===== src/rtl/pong_btn_debounce.sv =====
// pong_btn_debounce: two-flop synchronizer plus per-channel debounce FSM for the pong paddle buttons.
// Ports:
//   clk      - system clock, rising edge
//   reset    - asynchronous active-low reset
//   btn_raw  - raw asynchronous button levels, 1 = pressed
//   db_level - debounced, registered level per channel
//   db_tick  - one-clk pulse per accepted press (0->1) per channel
module pong_btn_debounce #(
    parameter int N_BTN    = 2,
    parameter int DB_TICKS = 1_000_000,
    parameter int CNT_W    = 20
) (
    input  logic             clk,
    input  logic             reset,
    input  logic [N_BTN-1:0] btn_raw,
    output logic [N_BTN-1:0] db_level,
    output logic [N_BTN-1:0] db_tick
);
    typedef enum logic [1:0] {ZERO, WAIT1, ONE, WAIT0} state_t;
    logic [N_BTN-1:0] s1, s2;
    always_ff @(posedge clk or negedge reset) begin
        if (!reset) begin
            s1 <= '0;
            s2 <= '0;
        end else begin
            s1 <= btn_raw;
            s2 <= s1;
        end
    end
    for (genvar g = 0; g < N_BTN; g++) begin : ch
        state_t state, state_nx;
        logic [CNT_W-1:0] cnt, cnt_nx;
        logic lvl, tck, done;
        assign done = cnt == CNT_W'(DB_TICKS - 1);
        always_comb begin
            state_nx = state;
            cnt_nx   = cnt;
            case (state)
                ZERO:  if (s2[g]) begin
                           state_nx = WAIT1;
                           cnt_nx   = '0;
                       end
                WAIT1: if (!s2[g]) state_nx = ZERO;
                       else if (done) state_nx = ONE;
                       else cnt_nx = cnt + CNT_W'(1);
                ONE:   if (!s2[g]) begin
                           state_nx = WAIT0;
                           cnt_nx   = '0;
                       end
                WAIT0: if (s2[g]) state_nx = ONE;
                       else if (done) state_nx = ZERO;
                       else cnt_nx = cnt + CNT_W'(1);
                default: state_nx = ZERO;
            endcase
        end
        // Outputs are registered from the next state so they line up with the state register.
        always_ff @(posedge clk or negedge reset) begin
            if (!reset) begin
                state <= ZERO;
                cnt   <= '0;
                lvl   <= 1'b0;
                tck   <= 1'b0;
            end else begin
                state <= state_nx;
                cnt   <= cnt_nx;
                lvl   <= state_nx == ONE || state_nx == WAIT0;
                tck   <= state == WAIT1 && state_nx == ONE;
            end
        end
        assign db_level[g] = lvl;
        assign db_tick[g]  = tck;
    end
endmodule


===== config.mk =====
export PLATFORM = sky130hd
export DESIGN_NAME = pong_btn_debounce
export DESIGN_NICKNAME = d
export VERILOG_FILES = /design/src/rtl/pong_btn_debounce.sv
export SDC_FILE = /design/constraint.sdc
export NUM_CORES = 1
export LEC_CHECK = 0
export CORE_MARGIN = 2
export CORE_UTILIZATION = 60
export CTS_BUF_LIST = sky130_fd_sc_hd__clkbuf_16
export DETAILED_ROUTE_END_ITERATION = 8
export GPL_TIMING_DRIVEN = 1
export HOLD_SLACK_MARGIN = 0.06
export PLACE_DENSITY = 0.79
export SLEW_MARGIN = 20
export SYNTH_ARGS = -nofsm -noshare
export SYNTH_HDL_FRONTEND = slang
export SYNTH_SLANG_ARGS = --single-unit

===== constraint.sdc =====
create_clock -name clk -period 3.7 [get_ports clk]
set_input_delay 0.555 -clock clk [delete_from_list [all_inputs] [get_ports clk]]
set_output_delay 0.555 -clock clk [all_outputs]
set_load 0.05 [all_outputs]

==> results.toml <==
[status]
status = "complete, no violations"

[worst_setup_path]
crit_path_max_fo = 15
cp-end-kind = "flop"
timing.critical_path.from_type = "flop"
critical_path_at_ns = 2.31
timing.reg2reg.worst_path_depth = 6
crit_required_ns = 3.87
timing_worst_setup_path_type = "flop to flop"

[global_routing]
global_route_wire_length_before_repair_um = 9320
grt_max_degree = 35
grt_pass1_vias = 2058
grt_use_total_pct = 23.4
antenna_found_initial = 0
grt_overflow = 0

[synthesis]
synthesis.yosys.warnings = 0
post_synth_inst_count = 273
synth-seq-area-share_pct = 49.2
count_of_different_cell_masters_after_synthesis = 50
synthesis.nets = 279
synth_area_leaders = "sky130_fd_sc_hd__dfrtp_1, sky130_fd_sc_hd__xor2_1, sky130_fd_sc_hd__o21ai_0"
commonest_register_cell_after_synthesis = "sky130_fd_sc_hd__dfrtp_1"
synth-edff-count = 0
synth.largest_area_cell = "sky130_fd_sc_hd__dfrtp_1"
async_flop_share_pct = 100
post_synth.cell_area_avg_um2 = 9.68
synth.top_cell.area_share_pct = 49.2
synth_area_mm2 = 0.00264
count_of_state_elements_after_synthesis = 52

[floorplan]
die-area_mm2 = 0.00495
io_pins = 8
vertical_die_dimension_um = 70.4
floorplan.initialDensity_pct = 61.5
rows = 24
fp.coreArea_mm2 = 0.00429
die-width_um = 70.4

[route]
routed_wire_length_um = 5110
initialDrtViolationCount = 141
detail-route-antenna-nets = 0
vias = 2036
drt_first_pass_iters = 4
viasPerCell = 6.17
post-route-drc-count = 0
route.detailed.wl_per_inst_um = 15.5

[sta]
final.setup.tns_ns = 0
timing.final.ws_setup_ns = 1.56
rsz_0062_raised_after_global_routing = "false"
worst_hold_slack_ns = 0.320
setup_violations = 0
skew_ns = 0.00608
max_clock_freq_mhz = 467
final-max-slew-violation-count = 0
tightest_slew_ns = 0.907
worst_slew_margin_relative_to_its_limit_pct = 39.3
post-route-period-util_pct = 57.8
fin_crit_ns = 2.14
hold_viol = 0

[clock_network]
tritoncts.num_buffers = 5
cts_tree = "built"
worst_setup_hold_path_clk_slew_ns = 0.07
ctsHtreeMaxLevel = 2
clkLatencyLatePin_ns = 0.29
clock_tree.buffer_depth = 2
cts_setup_buffers = 0
cts_num_sinks = 52
cts.repair.resized = 0
cts_hold_buffers = 0
root_buffer = "sky130_fd_sc_hd__clkbuf_16"

[final_layout]
antenna_cells_inserted = 0
finalNetCount = 283
layout-area-overhead-vs-synth_pct = 10.0
fin_area_mm2 = 0.00291
layout_cells_sized_above_1_pct = 6.47
layout.cells.non_filler = 330
final_util_pct = 67.7

[place]
dp_worst_setup_slack_ns = 1.58
placed_cells_incl_taps = 322
placement.cell_area_mm2 = 0.00271
hpwl_um = 3640
place.port_buffers = 7
place.gp.congestion = 0.850

[power_and_ir_drop]
tot_pwr_mw = 1.24
powerDensity_mw_per_mm2 = 426
ir_drop_uv = 262
power.static_leakage_nw = 1.18

[worst_hold_path]
hold_class = "input pin to async pin"

[flow_run]
timing.max_cap.violations = 0
-- worst paths after layout --
kind / start / end / slack, ns
worst max-delay path: ch[1].cnt[7] / ch[1].cnt[2] / 1.56
worst min-delay path: reset / ch[0].cnt[0] / 0.32
worst max register to register: ch[1].cnt[7] / ch[1].cnt[2] / 1.56
worst min register to register: s1[0] / s2[0] / 0.35
max in group asynchronous: reset / ch[1].cnt[16] / 2.66
min in group clk: s1[0] / s2[0] / 0.35
-- state kept, by name, indices dropped and copies added (netlist names) --
register  count
ch.state      4
ch.lvl        2
ch.tck        2
ch.cnt       40
s2            2
s1            2
-- final cells by class --
type                    instances  area, um^2
clock inverters                 3        68.8
flip-flops and latches         52        1300
clock buffers                   5         125
inverters                       6        22.5
multi-input cells             204        1250
fillers                       341        1390
well taps                      52        65.1
repair buffers                  8        72.6
-- cell usage after synthesis, drive strengths merged (2+ instances only) --
cell type   n
nor2b       2
or4         2
nand2b      5
o2111ai     2
nor3        6
and2        2
nand3b      2
nor4        8
o31ai       3
ha          2
inv         6
xor2       12
a22o        4
or2         2
o21ai      23
o211ai      3
nand3      16
nand4      12
or3         8
mux2        4
a21oi      10
xnor2       7
nand2      24
o21a        2
dfrtp      52
nor4bb      3
clkbuf      5
buf         6
nor2       25
and3        3
-- layer usage --
layer  wire length [um]  share of wire (%)  GRT usage [%]
met1               2240                 44           29.2
met2               2590                 51           39.8
met3                204                4.0           5.19
met4                 77                1.5           8.76
met5                  0                  0              0
-- critical path: stages (launching register included) --
cell	delay [ns]
sky130_fd_sc_hd__dfrtp_1	0.44
sky130_fd_sc_hd__nor4bb_1	0.34
sky130_fd_sc_hd__nand4_1	0.28
sky130_fd_sc_hd__o21ai_2	0.52
sky130_fd_sc_hd__inv_1	0.19
sky130_fd_sc_hd__nand2_1	0.15
sky130_fd_sc_hd__o21ai_0	0.10
-- logic make-up after synthesis --
kind of cell,Yosys count,share of synthesized area (%)
multiplexers,5,2.08
AND/OR/NAND/NOR,125,25.3
buffers and inverters,17,3.36
adder cells (fa/ha/maj),2,0.947
AO/OA/AOI/OAI,53,12.7
flip-flops,52,49.2
XOR/XNOR,19,6.30
-- power by group --
group	switching [mW]	total [mW]	internal [mW]	leakage, nW
clock network	0.202	0.591	0.390	0.0944
logic	0.0318	0.0498	0.0180	0.382
registers	0.0169	0.599	0.582	0.708
-- layout by cell type (no fill, tap or decap), types with 7 or more instances in the layout --
master and n:
sky130_fd_sc_hd__nand4_1 12, sky130_fd_sc_hd__xor2_1 12, sky130_fd_sc_hd__nor2_1 25, sky130_fd_sc_hd__nand2_1 24
sky130_fd_sc_hd__nor4_1 8, sky130_fd_sc_hd__o21ai_0 19, sky130_fd_sc_hd__nand3_1 15, sky130_fd_sc_hd__xnor2_1 7
sky130_fd_sc_hd__a21oi_1 10, sky130_fd_sc_hd__or3_1 8, sky130_fd_sc_hd__dfrtp_1 52
Power figures use the tool's default switching activity.
